### src/rtl/core_pkg.sv
// Shared core definitions: ALU operation encoding, ID/EX aluop encoding,
// R-type function codes and the default register index width.
package core_pkg;

  localparam int REG_AW_DEF = 5;

  typedef enum logic [2:0] {
    OP_AND = 3'd0,
    OP_OR  = 3'd1,
    OP_ADD = 3'd2,
    OP_SUB = 3'd3,
    OP_SLT = 3'd4
  } op_t;

  typedef enum logic [1:0] {
    ALUOP_ADD   = 2'b00,
    ALUOP_SUB   = 2'b01,
    ALUOP_RTYPE = 2'b10,
    ALUOP_ORI   = 2'b11
  } aluop_t;

  localparam logic [5:0] FUNCT_ADD  = 6'h20;
  localparam logic [5:0] FUNCT_ADDU = 6'h21;
  localparam logic [5:0] FUNCT_SUB  = 6'h22;
  localparam logic [5:0] FUNCT_SUBU = 6'h23;
  localparam logic [5:0] FUNCT_AND  = 6'h24;
  localparam logic [5:0] FUNCT_OR   = 6'h25;
  localparam logic [5:0] FUNCT_SLT  = 6'h2A;

  // Logical immediates are zero-extended, everything else sign-extended.
  function automatic logic [31:0] ext_imm(input logic [15:0] imm, input logic zext);
    return zext ? {16'h0000, imm} : {{16{imm[15]}}, imm};
  endfunction

endpackage

### src/rtl/ex_stage_if.sv
// ID/EX input bundle, forwarding taps and EX/MEM output bundle of the
// execute stage. master = surrounding pipeline, slave = ex_stage.
interface ex_stage_if #(parameter int REG_AW = core_pkg::REG_AW_DEF);
  logic              flush;
  logic              in_valid;
  logic              in_ready;
  logic [REG_AW-1:0] in_rs;
  logic [REG_AW-1:0] in_rt;
  logic [REG_AW-1:0] in_rd;
  logic [31:0]       in_rs_val;
  logic [31:0]       in_rt_val;
  logic [15:0]       in_imm;
  logic              in_alu_src;
  logic [1:0]        in_aluop;
  logic [5:0]        in_funct;
  logic              in_reg_write;
  logic              in_mem_read;
  logic              in_mem_write;
  logic              fwd_em_we;
  logic [REG_AW-1:0] fwd_em_rd;
  logic [31:0]       fwd_em_val;
  logic              fwd_mw_we;
  logic [REG_AW-1:0] fwd_mw_rd;
  logic [31:0]       fwd_mw_val;
  logic              out_valid;
  logic              out_ready;
  logic [31:0]       out_result;
  logic [31:0]       out_store_data;
  logic [REG_AW-1:0] out_rd;
  logic              out_reg_write;
  logic              out_mem_read;
  logic              out_mem_write;
  logic              out_zero;
  logic              out_ovf_trap;
  logic              out_illegal;

  modport master (
    output flush, in_valid, in_rs, in_rt, in_rd, in_rs_val, in_rt_val, in_imm,
           in_alu_src, in_aluop, in_funct, in_reg_write, in_mem_read, in_mem_write,
           fwd_em_we, fwd_em_rd, fwd_em_val, fwd_mw_we, fwd_mw_rd, fwd_mw_val,
           out_ready,
    input  in_ready, out_valid, out_result, out_store_data, out_rd, out_reg_write,
           out_mem_read, out_mem_write, out_zero, out_ovf_trap, out_illegal
  );

  modport slave (
    input  flush, in_valid, in_rs, in_rt, in_rd, in_rs_val, in_rt_val, in_imm,
           in_alu_src, in_aluop, in_funct, in_reg_write, in_mem_read, in_mem_write,
           fwd_em_we, fwd_em_rd, fwd_em_val, fwd_mw_we, fwd_mw_rd, fwd_mw_val,
           out_ready,
    output in_ready, out_valid, out_result, out_store_data, out_rd, out_reg_write,
           out_mem_read, out_mem_write, out_zero, out_ovf_trap, out_illegal
  );
endinterface

### src/rtl/alu.sv
// 32-bit ALU: AND/OR/ADD/SUB/signed SLT with zero and signed-overflow flags.
module alu
  import core_pkg::*;
(
  input  op_t         op,
  input  logic [31:0] a,
  input  logic [31:0] b,
  output logic [31:0] result,
  output logic        zero,
  output logic        overflow
);

  logic [31:0] sum;
  logic [31:0] diff;

  assign sum  = a + b;
  assign diff = a - b;

  // Operation select; overflow only meaningful for ADD/SUB.
  always_comb begin
    result   = 32'h0;
    overflow = 1'b0;
    case (op)
      OP_AND: result = a & b;
      OP_OR:  result = a | b;
      OP_ADD: begin
        result   = sum;
        overflow = (a[31] == b[31]) && (sum[31] != a[31]);
      end
      OP_SUB: begin
        result   = diff;
        overflow = (a[31] != b[31]) && (diff[31] != a[31]);
      end
      OP_SLT: result = {31'h0, ($signed(a) < $signed(b))};
      default: result = 32'h0;
    endcase
  end

  assign zero = (result == 32'h0);

endmodule

### src/rtl/alu_control.sv
// Maps aluop/funct to an ALU op plus trapping and illegal-instruction flags.
module alu_control
  import core_pkg::*;
(
  input  logic [1:0] aluop,
  input  logic [5:0] funct,
  output op_t        op,
  output logic       trapping,
  output logic       illegal
);

  // Decode; unknown R-type funct falls back to AND and flags illegal.
  always_comb begin
    op       = OP_ADD;
    trapping = 1'b0;
    illegal  = 1'b0;
    case (aluop)
      ALUOP_ADD: op = OP_ADD;
      ALUOP_SUB: op = OP_SUB;
      ALUOP_ORI: op = OP_OR;
      default: begin
        case (funct)
          FUNCT_ADD:  begin op = OP_ADD; trapping = 1'b1; end
          FUNCT_ADDU: op = OP_ADD;
          FUNCT_SUB:  begin op = OP_SUB; trapping = 1'b1; end
          FUNCT_SUBU: op = OP_SUB;
          FUNCT_AND:  op = OP_AND;
          FUNCT_OR:   op = OP_OR;
          FUNCT_SLT:  op = OP_SLT;
          default: begin
            op      = OP_AND;
            illegal = 1'b1;
          end
        endcase
      end
    endcase
  end

endmodule

### src/rtl/ex_stage.sv
// Execute stage: operand forwarding, ALU control decode, ALU, and the
// EX/MEM output register behind a valid/ready handshake with flush.
module ex_stage
  import core_pkg::*;
#(
  parameter int REG_AW  = REG_AW_DEF,
  parameter bit TRAP_EN = 1'b1
) (
  input logic  clk,
  input logic  rst,
  ex_stage_if.slave bus
);

  logic [REG_AW-1:0] rs_idx;
  logic [REG_AW-1:0] rt_idx;
  logic [31:0]       rs_fwd;
  logic [31:0]       rt_fwd;
  logic [31:0]       imm_ext;
  logic [31:0]       alu_b;
  op_t               alu_op;
  logic              op_trapping;
  logic              op_illegal;
  logic [31:0]       alu_result;
  logic              alu_zero;
  logic              alu_ovf;
  logic              trap;

  assign rs_idx = bus.in_rs;
  assign rt_idx = bus.in_rt;

  // Youngest producer wins; r0 is hard zero and never forwarded.
  function automatic logic [31:0] fwd_sel(
    input logic [REG_AW-1:0] src,
    input logic [31:0]       rf_val,
    input logic              em_we,
    input logic [REG_AW-1:0] em_rd,
    input logic [31:0]       em_val,
    input logic              mw_we,
    input logic [REG_AW-1:0] mw_rd,
    input logic [31:0]       mw_val
  );
    if (src != '0 && em_we && em_rd == src)      return em_val;
    else if (src != '0 && mw_we && mw_rd == src) return mw_val;
    else                                         return rf_val;
  endfunction

  // Operand forwarding and ALU b-operand selection.
  always_comb begin
    rs_fwd  = fwd_sel(rs_idx, bus.in_rs_val, bus.fwd_em_we, bus.fwd_em_rd, bus.fwd_em_val,
                      bus.fwd_mw_we, bus.fwd_mw_rd, bus.fwd_mw_val);
    rt_fwd  = fwd_sel(rt_idx, bus.in_rt_val, bus.fwd_em_we, bus.fwd_em_rd, bus.fwd_em_val,
                      bus.fwd_mw_we, bus.fwd_mw_rd, bus.fwd_mw_val);
    imm_ext = ext_imm(bus.in_imm, bus.in_aluop == ALUOP_ORI);
    alu_b   = bus.in_alu_src ? imm_ext : rt_fwd;
  end

  alu_control u_alu_control (
    .aluop    (bus.in_aluop),
    .funct    (bus.in_funct),
    .op       (alu_op),
    .trapping (op_trapping),
    .illegal  (op_illegal)
  );

  alu u_alu (
    .op       (alu_op),
    .a        (rs_fwd),
    .b        (alu_b),
    .result   (alu_result),
    .zero     (alu_zero),
    .overflow (alu_ovf)
  );

  assign trap         = TRAP_EN && op_trapping && alu_ovf;
  assign bus.in_ready = !bus.out_valid || bus.out_ready;

  // EX/MEM register: reset > flush > capture; holds while stalled.
  always_ff @(posedge clk) begin
    if (rst) begin
      bus.out_valid      <= 1'b0;
      bus.out_result     <= 32'h0;
      bus.out_store_data <= 32'h0;
      bus.out_rd         <= '0;
      bus.out_reg_write  <= 1'b0;
      bus.out_mem_read   <= 1'b0;
      bus.out_mem_write  <= 1'b0;
      bus.out_zero       <= 1'b0;
      bus.out_ovf_trap   <= 1'b0;
      bus.out_illegal    <= 1'b0;
    end else if (bus.flush) begin
      bus.out_valid      <= 1'b0;
      bus.out_reg_write  <= 1'b0;
      bus.out_mem_read   <= 1'b0;
      bus.out_mem_write  <= 1'b0;
      bus.out_ovf_trap   <= 1'b0;
      bus.out_illegal    <= 1'b0;
    end else if (bus.in_ready) begin
      bus.out_valid      <= bus.in_valid;
      bus.out_result     <= alu_result;
      bus.out_store_data <= rt_fwd;
      bus.out_rd         <= bus.in_rd;
      bus.out_zero       <= alu_zero;
      bus.out_reg_write  <= bus.in_valid && bus.in_reg_write && !op_illegal && !trap;
      bus.out_mem_read   <= bus.in_valid && bus.in_mem_read;
      bus.out_mem_write  <= bus.in_valid && bus.in_mem_write;
      bus.out_ovf_trap   <= bus.in_valid && trap;
      bus.out_illegal    <= bus.in_valid && op_illegal;
    end
  end

endmodule

### src/flat_wrapper.sv
// flat-port wrapper written by rule: the top's interface ports become plain ports
module ex_stage_flat import core_pkg::*;
#(
  parameter int REG_AW  = REG_AW_DEF,
  parameter bit TRAP_EN = 1'b1
)
  (clk, rst, bus_flush, bus_in_valid, bus_in_rs, bus_in_rt, bus_in_rd, bus_in_rs_val, bus_in_rt_val, bus_in_imm, bus_in_alu_src, bus_in_aluop, bus_in_funct, bus_in_reg_write, bus_in_mem_read, bus_in_mem_write, bus_fwd_em_we, bus_fwd_em_rd, bus_fwd_em_val, bus_fwd_mw_we, bus_fwd_mw_rd, bus_fwd_mw_val, bus_out_ready, bus_in_ready, bus_out_valid, bus_out_result, bus_out_store_data, bus_out_rd, bus_out_reg_write, bus_out_mem_read, bus_out_mem_write, bus_out_zero, bus_out_ovf_trap, bus_out_illegal);
  ex_stage_if #(.REG_AW(REG_AW)) bus_i ();
  input logic clk;
  input logic rst;
  input wire logic [$bits(bus_i.flush)-1:0] bus_flush;
  input wire logic [$bits(bus_i.in_valid)-1:0] bus_in_valid;
  input wire logic [$bits(bus_i.in_rs)-1:0] bus_in_rs;
  input wire logic [$bits(bus_i.in_rt)-1:0] bus_in_rt;
  input wire logic [$bits(bus_i.in_rd)-1:0] bus_in_rd;
  input wire logic [$bits(bus_i.in_rs_val)-1:0] bus_in_rs_val;
  input wire logic [$bits(bus_i.in_rt_val)-1:0] bus_in_rt_val;
  input wire logic [$bits(bus_i.in_imm)-1:0] bus_in_imm;
  input wire logic [$bits(bus_i.in_alu_src)-1:0] bus_in_alu_src;
  input wire logic [$bits(bus_i.in_aluop)-1:0] bus_in_aluop;
  input wire logic [$bits(bus_i.in_funct)-1:0] bus_in_funct;
  input wire logic [$bits(bus_i.in_reg_write)-1:0] bus_in_reg_write;
  input wire logic [$bits(bus_i.in_mem_read)-1:0] bus_in_mem_read;
  input wire logic [$bits(bus_i.in_mem_write)-1:0] bus_in_mem_write;
  input wire logic [$bits(bus_i.fwd_em_we)-1:0] bus_fwd_em_we;
  input wire logic [$bits(bus_i.fwd_em_rd)-1:0] bus_fwd_em_rd;
  input wire logic [$bits(bus_i.fwd_em_val)-1:0] bus_fwd_em_val;
  input wire logic [$bits(bus_i.fwd_mw_we)-1:0] bus_fwd_mw_we;
  input wire logic [$bits(bus_i.fwd_mw_rd)-1:0] bus_fwd_mw_rd;
  input wire logic [$bits(bus_i.fwd_mw_val)-1:0] bus_fwd_mw_val;
  input wire logic [$bits(bus_i.out_ready)-1:0] bus_out_ready;
  output wire logic [$bits(bus_i.in_ready)-1:0] bus_in_ready;
  output wire logic [$bits(bus_i.out_valid)-1:0] bus_out_valid;
  output wire logic [$bits(bus_i.out_result)-1:0] bus_out_result;
  output wire logic [$bits(bus_i.out_store_data)-1:0] bus_out_store_data;
  output wire logic [$bits(bus_i.out_rd)-1:0] bus_out_rd;
  output wire logic [$bits(bus_i.out_reg_write)-1:0] bus_out_reg_write;
  output wire logic [$bits(bus_i.out_mem_read)-1:0] bus_out_mem_read;
  output wire logic [$bits(bus_i.out_mem_write)-1:0] bus_out_mem_write;
  output wire logic [$bits(bus_i.out_zero)-1:0] bus_out_zero;
  output wire logic [$bits(bus_i.out_ovf_trap)-1:0] bus_out_ovf_trap;
  output wire logic [$bits(bus_i.out_illegal)-1:0] bus_out_illegal;
  assign bus_i.flush = bus_flush;
  assign bus_i.in_valid = bus_in_valid;
  assign bus_i.in_rs = bus_in_rs;
  assign bus_i.in_rt = bus_in_rt;
  assign bus_i.in_rd = bus_in_rd;
  assign bus_i.in_rs_val = bus_in_rs_val;
  assign bus_i.in_rt_val = bus_in_rt_val;
  assign bus_i.in_imm = bus_in_imm;
  assign bus_i.in_alu_src = bus_in_alu_src;
  assign bus_i.in_aluop = bus_in_aluop;
  assign bus_i.in_funct = bus_in_funct;
  assign bus_i.in_reg_write = bus_in_reg_write;
  assign bus_i.in_mem_read = bus_in_mem_read;
  assign bus_i.in_mem_write = bus_in_mem_write;
  assign bus_i.fwd_em_we = bus_fwd_em_we;
  assign bus_i.fwd_em_rd = bus_fwd_em_rd;
  assign bus_i.fwd_em_val = bus_fwd_em_val;
  assign bus_i.fwd_mw_we = bus_fwd_mw_we;
  assign bus_i.fwd_mw_rd = bus_fwd_mw_rd;
  assign bus_i.fwd_mw_val = bus_fwd_mw_val;
  assign bus_i.out_ready = bus_out_ready;
  assign bus_in_ready = bus_i.in_ready;
  assign bus_out_valid = bus_i.out_valid;
  assign bus_out_result = bus_i.out_result;
  assign bus_out_store_data = bus_i.out_store_data;
  assign bus_out_rd = bus_i.out_rd;
  assign bus_out_reg_write = bus_i.out_reg_write;
  assign bus_out_mem_read = bus_i.out_mem_read;
  assign bus_out_mem_write = bus_i.out_mem_write;
  assign bus_out_zero = bus_i.out_zero;
  assign bus_out_ovf_trap = bus_i.out_ovf_trap;
  assign bus_out_illegal = bus_i.out_illegal;
  ex_stage #(.REG_AW(REG_AW), .TRAP_EN(TRAP_EN)) u_core (.clk(clk), .rst(rst), .bus(bus_i));
endmodule
### config.mk
export PLATFORM = sky130hd
export DESIGN_NAME = ex_stage_flat
export DESIGN_NICKNAME = d
export VERILOG_FILES = /design/src/rtl/core_pkg.sv /design/src/rtl/ex_stage_if.sv /design/src/rtl/alu.sv /design/src/rtl/alu_control.sv /design/src/rtl/ex_stage.sv /design/src/flat_wrapper.sv
export SDC_FILE = /design/constraint.sdc
export NUM_CORES = 1
export LEC_CHECK = 0
export CAP_MARGIN = 20
export CORE_UTILIZATION = 30
export CTS_CLUSTER_DIAMETER = 60
export DETAILED_ROUTE_END_ITERATION = 6
export PLACE_DENSITY = 0.53
export SYNTH_ARGS = -nofsm -noshare
export SYNTH_HDL_FRONTEND = slang
export SYNTH_SLANG_ARGS = --single-unit
export TNS_END_PERCENT = 1
### constraint.sdc
create_clock -name clk -period 6.77 [get_ports clk]
set_clock_uncertainty 0.1 [all_clocks]
set_input_delay 1.354 -clock clk [delete_from_list [all_inputs] [get_ports clk]]
set_output_delay 1.354 -clock clk [all_outputs]
set_load 0.02 [all_outputs]
; Word-level counts from Yosys, hierarchy flattened
; Index checks and enable logic that the tools add are counted.
[totals]
regBits = 76
input_bits = 188
out_inout_bits = 77
wordCells = 85
[op_classes]
add_sub_neg = 2
magnitude_cmp = 1
eq_ne = 21
mux = 14
n_bitwise = 3
n_reduce_logical = 34
[ops]
columns = cell, count
row1 = 32-bit 2-to-1 mux, 6
row2 = 32-bit one-hot mux with 5 select lines, 1
row3 = "6-bit == test, second input constant", 7
row4 = 32-bit adder, 1
row5 = 32-bit AND, 1
row6 = 32-bit zero test, 1
row7 = 32-bit less-than comparator, 1
row8 = 32-bit bitwise OR, 1
row9 = 32-bit subtractor, 1
row10 = 5-bit == test, 4
row11 = 1-bit logical AND, 18
row12 = 3-bit one-hot mux with 4 select lines, 1
row13 = 5-bit nonzero test, 2
row14 = 3-bit one-hot mux with 3 select lines, 1
row15 = 2-bit OR reduction, 4
row16 = 7-bit OR reduction, 1
row17 = "3-bit by 2-bit == test with 1-bit output, second input constant", 2
row18 = 1-bit 2-to-1 mux, 4
row19 = "3-bit by 1-bit == test with 1-bit output, second input constant", 1
row20 = "3-bit == test, second input constant", 1
row21 = 1-bit zero test, 3
row22 = 3-bit zero test, 1
row23 = 1-bit inequality test, 3
row24 = 3-bit OR reduction, 1
row25 = other kinds (8), 8

; Depth between registers and ports, before layout
; Gate-level depths: netlist of run 1.
[depth]
word_depth = 13
depth_mapped = 22
ltp_nobuf = 21

; Cells and area by module
; A second synthesis of run 1 with hierarchy kept.
[hier_totals]
hier_cells = 1510
area_unflattened_um2 = 10655.2
[modules_own_cells]
columns = mod, instances, cells_each, area_each_um2, seq_area_each_um2
row1 = alu, 1, 842, 5511.5, 0.0
row2 = ex_stage, 1, 653, 5043.6, 1521.5
row3 = alu_control, 1, 15, 100.1, 0.0

; Worst setup path before layout of run 1
; Ideal clock, no wire load.
[synth_path]
kind = in2reg
start = input bus_in_rs[0]
end = register u_core.bus.out_zero
setup_ns = 0.114
arrival_ns = 5.856
t_required_ns = 6.556
setup_slack_ns = 0.700
stages = 21
n_path_buf = 1
cell_sequence = nor4_1 nor3_1 o2111ai_1 clkbuf_1 mux2i_1 nor2_1 a21oi_1 ha_1 inv_1 fa_1 nor2b_1 o311ai_2 a31oi_1 o31ai_1 o21ai_0 o221a_2 o221a_2 and2_0 and4_1 nand4_1 nand2_1
[synth_via]
elab_chain_len = 8
word_cells_on_any_way = 16
classes_between = add/sub: 2 / order compare: 1 / eq/ne: 2 / mux: 3 / bitwise: 2 / reduce/logical: 6
[synth_rtl]
columns = element, line
row1 = "start, declared", flat_wrapper.sv:13  ; input wire logic [$bits(bus_i.in_rs)-1:0] bus_in_rs;
row2 = 5-bit nonzero test, "ex_stage.sv:42, ex_stage.sv:43"
row3 = 1-bit logical AND (2 in a row), ex_stage.sv:43  ; else if (src != '0 && mw_we && mw_rd == src) return mw_val;
row4 = 32-bit 2-to-1 mux, ex_stage.sv:43
row5 = 32-bit 2-to-1 mux *, ex_stage.sv:42  ; if (src != '0 && em_we && em_rd == src) return em_val;
row6 = "32-bit subtractor, or another cell as far along", alu.sv:17  ; assign diff = a - b;
row7 = 32-bit one-hot mux with 5 select lines *, alu.sv:23  ; case (op)
row8 = 32-bit zero test *, alu.sv:39  ; assign zero = (result == 32'h0);
row9 = "end signal, assigned", ex_stage.sv:102  ; bus.out_zero <= alu_zero;
row10 = "end, declared", ex_stage_if.sv:52  ; out_mem_read, out_mem_write, out_zero, out_ovf_trap, out_illegal
; Every way passes the cells marked *; elsewhere a longest branch is shown, timed or not.
; A chain may end at the register's enable or synchronous reset.

; Worst setup path after layout of run 1
[layout_path]
start = input bus_in_rt[3]
end = register u_core.bus.out_zero
[layout_via]
elab_chain_len = 9
word_cells_on_any_way = 17
classes_between = add/sub: 2 / order compare: 1 / eq/ne: 2 / mux: 4 / bitwise: 2 / reduce/logical: 6
[layout_rtl]
columns = element, line
row1 = "start, declared", flat_wrapper.sv:14  ; input wire logic [$bits(bus_i.in_rt)-1:0] bus_in_rt;
row2 = 5-bit nonzero test, "ex_stage.sv:42, ex_stage.sv:43"
row3 = 1-bit logical AND (2 in a row), ex_stage.sv:43
row4 = 32-bit 2-to-1 mux, ex_stage.sv:43
row5 = 32-bit 2-to-1 mux *, ex_stage.sv:42
row6 = 32-bit 2-to-1 mux *, ex_stage.sv:54  ; alu_b = bus.in_alu_src ? imm_ext : rt_fwd;
row7 = "32-bit subtractor, or another cell as far along", alu.sv:17
row8 = 32-bit one-hot mux with 5 select lines *, alu.sv:23
row9 = 32-bit zero test *, alu.sv:39
; Marked as above.

==> results of run 1 <==
## layer usage
metal	routed length [um]	share of wire, %	global-route usage [%]	vias to the layer above
met5	0	0	0	-
met2	20400	44	42.0	476
met1	21700	47	37.6	5852
met4	818	1.8	6.80	0
met3	3500	7.5	4.25	53
li1	-	-	-	5992
## flip-flops by register name (all words and copies together), names as in the netlist
| register | flops |
|---|---|
| u_core.bus.out_reg_write | 1 |
| u_core.bus.out_result | 32 |
| u_core.bus.out_zero | 1 |
| u_core.bus.out_mem_read | 1 |
| u_core.bus.out_rd | 5 |
| u_core.bus.out_ovf_trap | 1 |
| u_core.bus.out_illegal | 1 |
| u_core.bus.out_store_data | 32 |
| u_core.bus.out_mem_write | 1 |
| u_core.bus.out_valid | 1 |
## per-stage QoR
step,util (%),hold WS (ns),setup WS (ns)
floorplan,-,0.429,0.700
global route,47.2,0.368,-0.0109
finish,47.2,0.352,0.293
CTS,46.8,0.354,0.0257
detailed placement,45.8,0.345,-0.726
global placement,45.8,0.342,-0.752
## worst max-delay path: cells and delay by family
family	cells	cell delay [ns]
AND/OR/NAND/NOR	9	2.00
adder cells (fa/ha/maj)	1	0.28
buffers and inverters	6	1.26
multiplexers	1	0.11
AO/OA/AOI/OAI	7	1.68
## power by group through the flow
stage,Clock [mW],Sequential (mW),Combinational (mW)
3_3_place_gp,0,0.509,1.43
3_5_place_dp,0,0.510,1.42
6_report,0.526,0.500,1.47
5_1_grt,0.551,0.504,1.59
2_1_floorplan,0,0.551,0.666
4_1_cts,0.538,0.500,1.44
## logic make-up (layout without fill, tap and decap cells)
group,after synthesis,after routing,synth area share (%)
AOI/OAI and AO/OA,439,439,29.9
DFF,76,76,15.2
muxes,82,82,8.40
adders and majority gates,112,112,14.2
xor gates and xnor gates,36,36,3.15
other,0,2,0
buffers and inverters,186,646,7.27
and+or+nand+nor,489,490,21.8
## cells in the final DEF, fill, tap and decap left out, types with 9 or more instances in the layout
master	n
buf_4	266
clkdlybuf4s50_1	263
nand2_1	194
nor2_1	149
a21oi_1	140
ha_1	109
inv_1	93
dfxtp_1	76
o21ai_0	69
mux2i_1	67
a211oi_1	29
nor3_1	27
nand3_1	22
xnor2_1	20
o21a_1	19
xor2_1	16
nor2b_1	16
nand2b_1	16
nand4_1	15
a21o_1	15
mux2_2	15
a221oi_1	13
o21bai_1	10
o211ai_1	10
o221ai_1	10
a221o_1	10
clkbuf_16	9
## layout make-up
class	instances	area [um^2]
Timing Repair Buffer	535	4730
Fill cell	3280	17200
Clock inverter	6	72.6
Multi-Input combinational cell	1159	7940
Antenna cell	2	5.00
Sequential cell	76	1520
Tap cell	442	553
Inverter	95	359
Clock buffer	10	229
## timing repair
item	4_1_cts	5_1_grt
gates cloned	0	1
pin swaps	0	5
resized for setup	5	23
endpoints found under the setup margin	2	7
setup buffers	0	5
## worst paths after layout
| check | from | to | slack (ns) | cells after the start |
|---|---|---|---|---|
| max reg2reg | u_core.bus.out_valid$_SDFFE_PP0N_ | u_core.bus.out_zero$_SDFFE_PP0P_ | 4.03 | 12 |
| max | bus_in_rt[3] | u_core.bus.out_zero$_SDFFE_PP0P_ | 0.29 | 24 |
| min reg2reg | u_core.bus.out_store_data[9]$_SDFFE_PP0P_ | u_core.bus.out_store_data[9]$_SDFFE_PP0P_ | 0.35 | 2 |
| min | u_core.bus.out_store_data[9]$_SDFFE_PP0P_ | u_core.bus.out_store_data[9]$_SDFFE_PP0P_ | 0.35 | 2 |
==> impl_metrics.ini, run 1 <==
[power_and_ir_drop]
power.internal_mw = 1.47
worst_ir_drop_vdd_uv = 143
sequentialPowerShare_pct = 20.0
power_density_nw_per_um2 = 162
totalPowerFinal_mw = 2.50
netSwitchingFraction_pct = 41.3
comb_power_share_pct = 59.0
clkPwrFrac_pct = 21.0
p_sw_mw = 1.03
leakage_nw = 6.74

[global_routing]
initial_antenna_violation_count = 2
grt_max_degree = 69
grt_util_all_layers_pct = 26.8
first_global_vias = 11733
grt_first_pass_wirelength_um = 69400
grt-ovfl-total = 0

[critical_path]
critical_path.slowest_cell = or4_1
worstPathCellList = clkdlybuf4s50_1 > or4_1 > nor2_2 > nor4_4 > buf_4 > buf_4 > buf_4 > mux2i_1 > o21ai_0 > o21a_1 > ha_1 > buf_4 > or4_1 > nand2b_1 > a21oi_1 > o31ai_1 > nand2_1 > o22ai_1 > buf_4 > a221o_1 > a221o_1 > nor4_2 > nand4_1 > nand2_1
critical_path_class = input port to flop
timing.critical_path.mode_cell = buf_4
critical_path.max_fanout = 8
crit_required_ns = 6.99
cp.arrival_ns = 6.70
critical-path-max-stage-delay_ns = 0.55
worstSetupStartpointType = input port
crit_path_end_kind = flop

[clocking]
clock_transition_at_the_registers_of_the_reported_paths_ns = 0.07
post_cts_hold_buffer_count = 0
insertion_delay_ns = 0.37
tritoncts_clock_tree = built
cts.sink_count = 76
cts_root_buf = clkbuf_16
h-tree-depth = 3
cts_inserted_buffers = 9
clock_path_buffers = 2

[run_status]
run_status = complete, no violations

[logic_synthesis]
synth_most_common_cell = nand2_1
synth.cell_area_um2 = 10000
synth_seq_cells = 76
postSynth.asyncResetShare_pct = 0
synth_top_cell_area_share_pct = 15.2
synthesis.nets = 1720
netlist_top_cells_count = 194 x nand2_1, 152 x nor2_1, 143 x a21oi_1
syn_area_per_cell_um2 = 7.04
syn-instance-count = 1420
post_synth_num_cell_types = 86
synth_top_area_cell = dfxtp_1
synth_edf_count = 0
synthTopCellsByArea = dfxtp_1 15%, ha_1 14%, nand2_1 7.3%
dominantRegCellSynth = dfxtp_1
ys_seq_area_share_pct = 15.2
yosysWarnings = 0

[sta]
slew-limit-headroom_pct = 34.7
timing.final.setup_violations = 0
final_sum_of_negative_setup_slack_ns = 0
period_share_pct = 95.7
timing.fmax_mhz = 154
worst_slew_pin_slew_ns = 0.975
report.final.slew_viol_count = 0
hold_viol = 0
min_period_ns = 6.48

[place]
place_inst = 2301
place_area_um2 = 14900
routabilityCongestion = 0.973
number_of_input_and_output_port_buffers_inserted = 264
detailedPlacementHpwl_um = 37200

[worst_hold_path]
holdCritPathClass = flop to flop

[layout]
final_cell_area_um2 = 15400
flow.area_growth_from_synthesis_pct = 54.1
count_of_nets_after_finishing = 2176
layoutNonFillerInstCount = 2325
drive_gt1_share_pct = 19.4

[routing]
routed_via_density = 5.32
route.final.wire_length_um = 46400
via_count = 12373
drt_iter0_markers = 1028
firstDrtPassIters = 7
antenna_left = 0
detail_route.wl_per_cell_um = 20.0
drt_drc_violations_left = 0

[floorplanning]
die_width_um = 185
placement_rows = 66
die_outline_area_um2 = 34100
dieHeight_um = 185
core_um2 = 32600
pin_count = 265
initial_utilization_pct = 30.6

[flow_run]
drv.max_cap_violation_count = 0
Note: power is estimated with default switching activity, not from simulation.
==> run 2, diff against run 1 <==
Settings changed: CORE_MARGIN from default to 4.
==> run 2 against run 1 <==
  * Clock power is 1% higher
  * Sequential cell count stayed put
  * Via count is 3.7% lower
  * Core utilization is 2.5 points lower
  * Sequential power hardly changed
  * Critical endpoint unchanged
  * Largest cell class unchanged
==> impl_metrics.ini, run 2 (synthesis gave the netlist of run 1 again) <==
[critical_path]
timing.critical_path.mode_cell = buf_4
worstPathCellList = clkdlybuf4s50_1 > nor4_1 > buf_4 > nor3_1 > o2111ai_4 > buf_12 > buf_4 > mux2i_1 > nor2_1 > a21oi_2 > inv_1 > ha_1 > buf_4 > a221oi_1 > buf_4 > nand3_2 > buf_4 > nand2b_1 > a311oi_2 > and3b_1 > or4_4 > nor4_2 > nand4_1 > nand2_1
setup.worst_path.end = u_core.bus.out_zero$_SDFFE_PP0P_
rr_worst_depth = 11
worstSetupStartpointType = input port
cp.arrival_ns = 6.90
critical-path-max-stage-delay_ns = 0.53
ff2ff_setup_slack_ns = 4.13
crit_path_end_kind = flop
critical_path.slowest_cell = or4_4
critical_path_class = input port to flop
critical_path.max_fanout = 19
crit_required_ns = 7.00
reg2reg_to = u_core.bus.out_zero$_SDFFE_PP0P_
r2r-start = u_core.bus.out_valid$_SDFFE_PP0N_
critPathLaunch = bus_in_rs[3]

[clocking]
cts_root_buf = clkbuf_16
h-tree-depth = 3
clock_transition_at_the_registers_of_the_reported_paths_ns = 0.07
cts.sink_count = 76
tritoncts_clock_tree = built
post_cts_hold_buffer_count = 0
cts_inserted_buffers = 9
clock_path_buffers = 2
insertion_delay_ns = 0.37

[routing]
drt_drc_violations_left = 0
route.final.wire_length_um = 47200
antenna_left = 0
firstDrtPassIters = 5
routed_via_density = 5.34
detail_route.wl_per_cell_um = 21.1
drt_iter0_markers = 915
via_count = 11920

[floorplanning]
die_outline_area_um2 = 36300
die_width_um = 191
pin_count = 265
core_um2 = 32700
dieHeight_um = 191
placement_rows = 66
initial_utilization_pct = 30.6

[layout]
flow.area_growth_from_synthesis_pct = 46.4
count_of_nets_after_finishing = 2085
largestRegisters = u_core.bus.out_result (32), u_core.bus.out_store_data (32), u_core.bus.out_rd (5)
postLayoutCoreUtil_pct = 44.7
mostFrequentLayoutCell = clkdlybuf4s50_1
drive_gt1_share_pct = 14.5
layoutNonFillerInstCount = 2234
final_cell_mix = 263 x clkdlybuf4s50_1, 194 x nand2_1, 176 x buf_4

[global_routing]
grt_util_all_layers_pct = 25.0
grt-ovfl-total = 0
grt_max_degree = 68
initial_antenna_violation_count = 2
first_global_vias = 11605
grt_first_pass_wirelength_um = 70200

[power_and_ir_drop]
leakage_nw = 6.28
power_density_nw_per_um2 = 165
worst_ir_drop_vdd_uv = 135
totalPowerFinal_mw = 2.42

[flow_run]
drv.max_cap_violation_count = 0

[place]
routabilityCongestion = 0.920
detailedPlacementHpwl_um = 38200
number_of_input_and_output_port_buffers_inserted = 264
place_inst = 2215

[sta]
slew-limit-headroom_pct = 30.5
grt_setup_unrepaired = true
report.final.slew_viol_count = 0
hold_viol = 0
timing.final.setup_violations = 0
min_period_ns = 6.68
worst_slew_pin_slew_ns = 1.04
final_sum_of_negative_setup_slack_ns = 0
period_share_pct = 98.7
timing.fmax_mhz = 150
hold_ws_ns = 0.350

[run_status]
run_status = complete, no violations

[worst_hold_path]
holdCritPathClass = flop to flop
run 2: cell count changes in the layout (fill, tap and decap cells not counted), sizes merged:
cell / before / now
buf: 272 / 182
clkinv: 2 / 1
clkinvlp: 1 / 2
nor2: 153 / 152
run 2: critical path: cells and delay by family:
family / cells / cell delay, ns
adders and majority gates: 1 / 0.37
buffers and inverters: 8 / 1.86
muxes: 1 / 0.25
AOI/OAI and AO/OA: 4 / 1.04
and+or+nand+nor: 10 / 2.01
run 2: per-layer routing:
metal  track usage, %  part of all wire [%]  vias up
met5                0                     0        -
met4             7.51                   2.2        0
met3             2.91                   6.2       58
met2             38.1                    43      435
met1             36.8                    49     5598
li1                 -                     -     5829
run 2: how the worst min path moves through the flow:
stage | start | to | slack [ns] | cells past startpoint
after detailed placement | u_core.bus.out_mem_read$_SDFFE_PP0N_ | u_core.bus.out_mem_read$_SDFFE_PP0N_ | 0.34 | 2
after floorplan | u_core.bus.out_zero$_SDFFE_PP0P_ | u_core.bus.out_zero$_SDFFE_PP0P_ | 0.43 | 2
after CTS | u_core.bus.out_mem_read$_SDFFE_PP0N_ | u_core.bus.out_mem_read$_SDFFE_PP0N_ | 0.35 | 2
after global placement | u_core.bus.out_mem_read$_SDFFE_PP0N_ | u_core.bus.out_mem_read$_SDFFE_PP0N_ | 0.34 | 2
after global routing | u_core.bus.out_rd[1]$_SDFFE_PP0P_ | u_core.bus.out_rd[1]$_SDFFE_PP0P_ | 0.38 | 2
final | u_core.bus.out_mem_read$_SDFFE_PP0N_ | u_core.bus.out_mem_read$_SDFFE_PP0N_ | 0.35 | 2
run 2: stage by stage:
step                cell area, um^2  setup slack (ns)
global placement              14300            -0.346
CTS                           14600            0.0146
detailed placement            14300            -0.382
floorplan                     10000             0.700
global route                  14600           -0.0552
finish                        14600            0.0909
run 2: power by group:
group	internal (mW)	switching [mW]
combinational	0.627	0.761
sequential	0.482	0.0185
clock	0.289	0.241
run 2: layout make-up:
type	count	area [um^2]
fill	3455	18100
multi-input combinational	1158	7840
timing repair buffer	445	4060
sequential	76	1520
tap	442	553
inverter	95	359
clock buffer	10	229
clock inverter	6	71.3
antenna	2	5.00
run 2: repair_timing:
item                       4_1_cts  5_1_grt
setup buffers                    0        1
hold endpoints to repair         0        0
pin swaps                        0        1
setup endpoints to repair        2        7
resized for setup                1        8
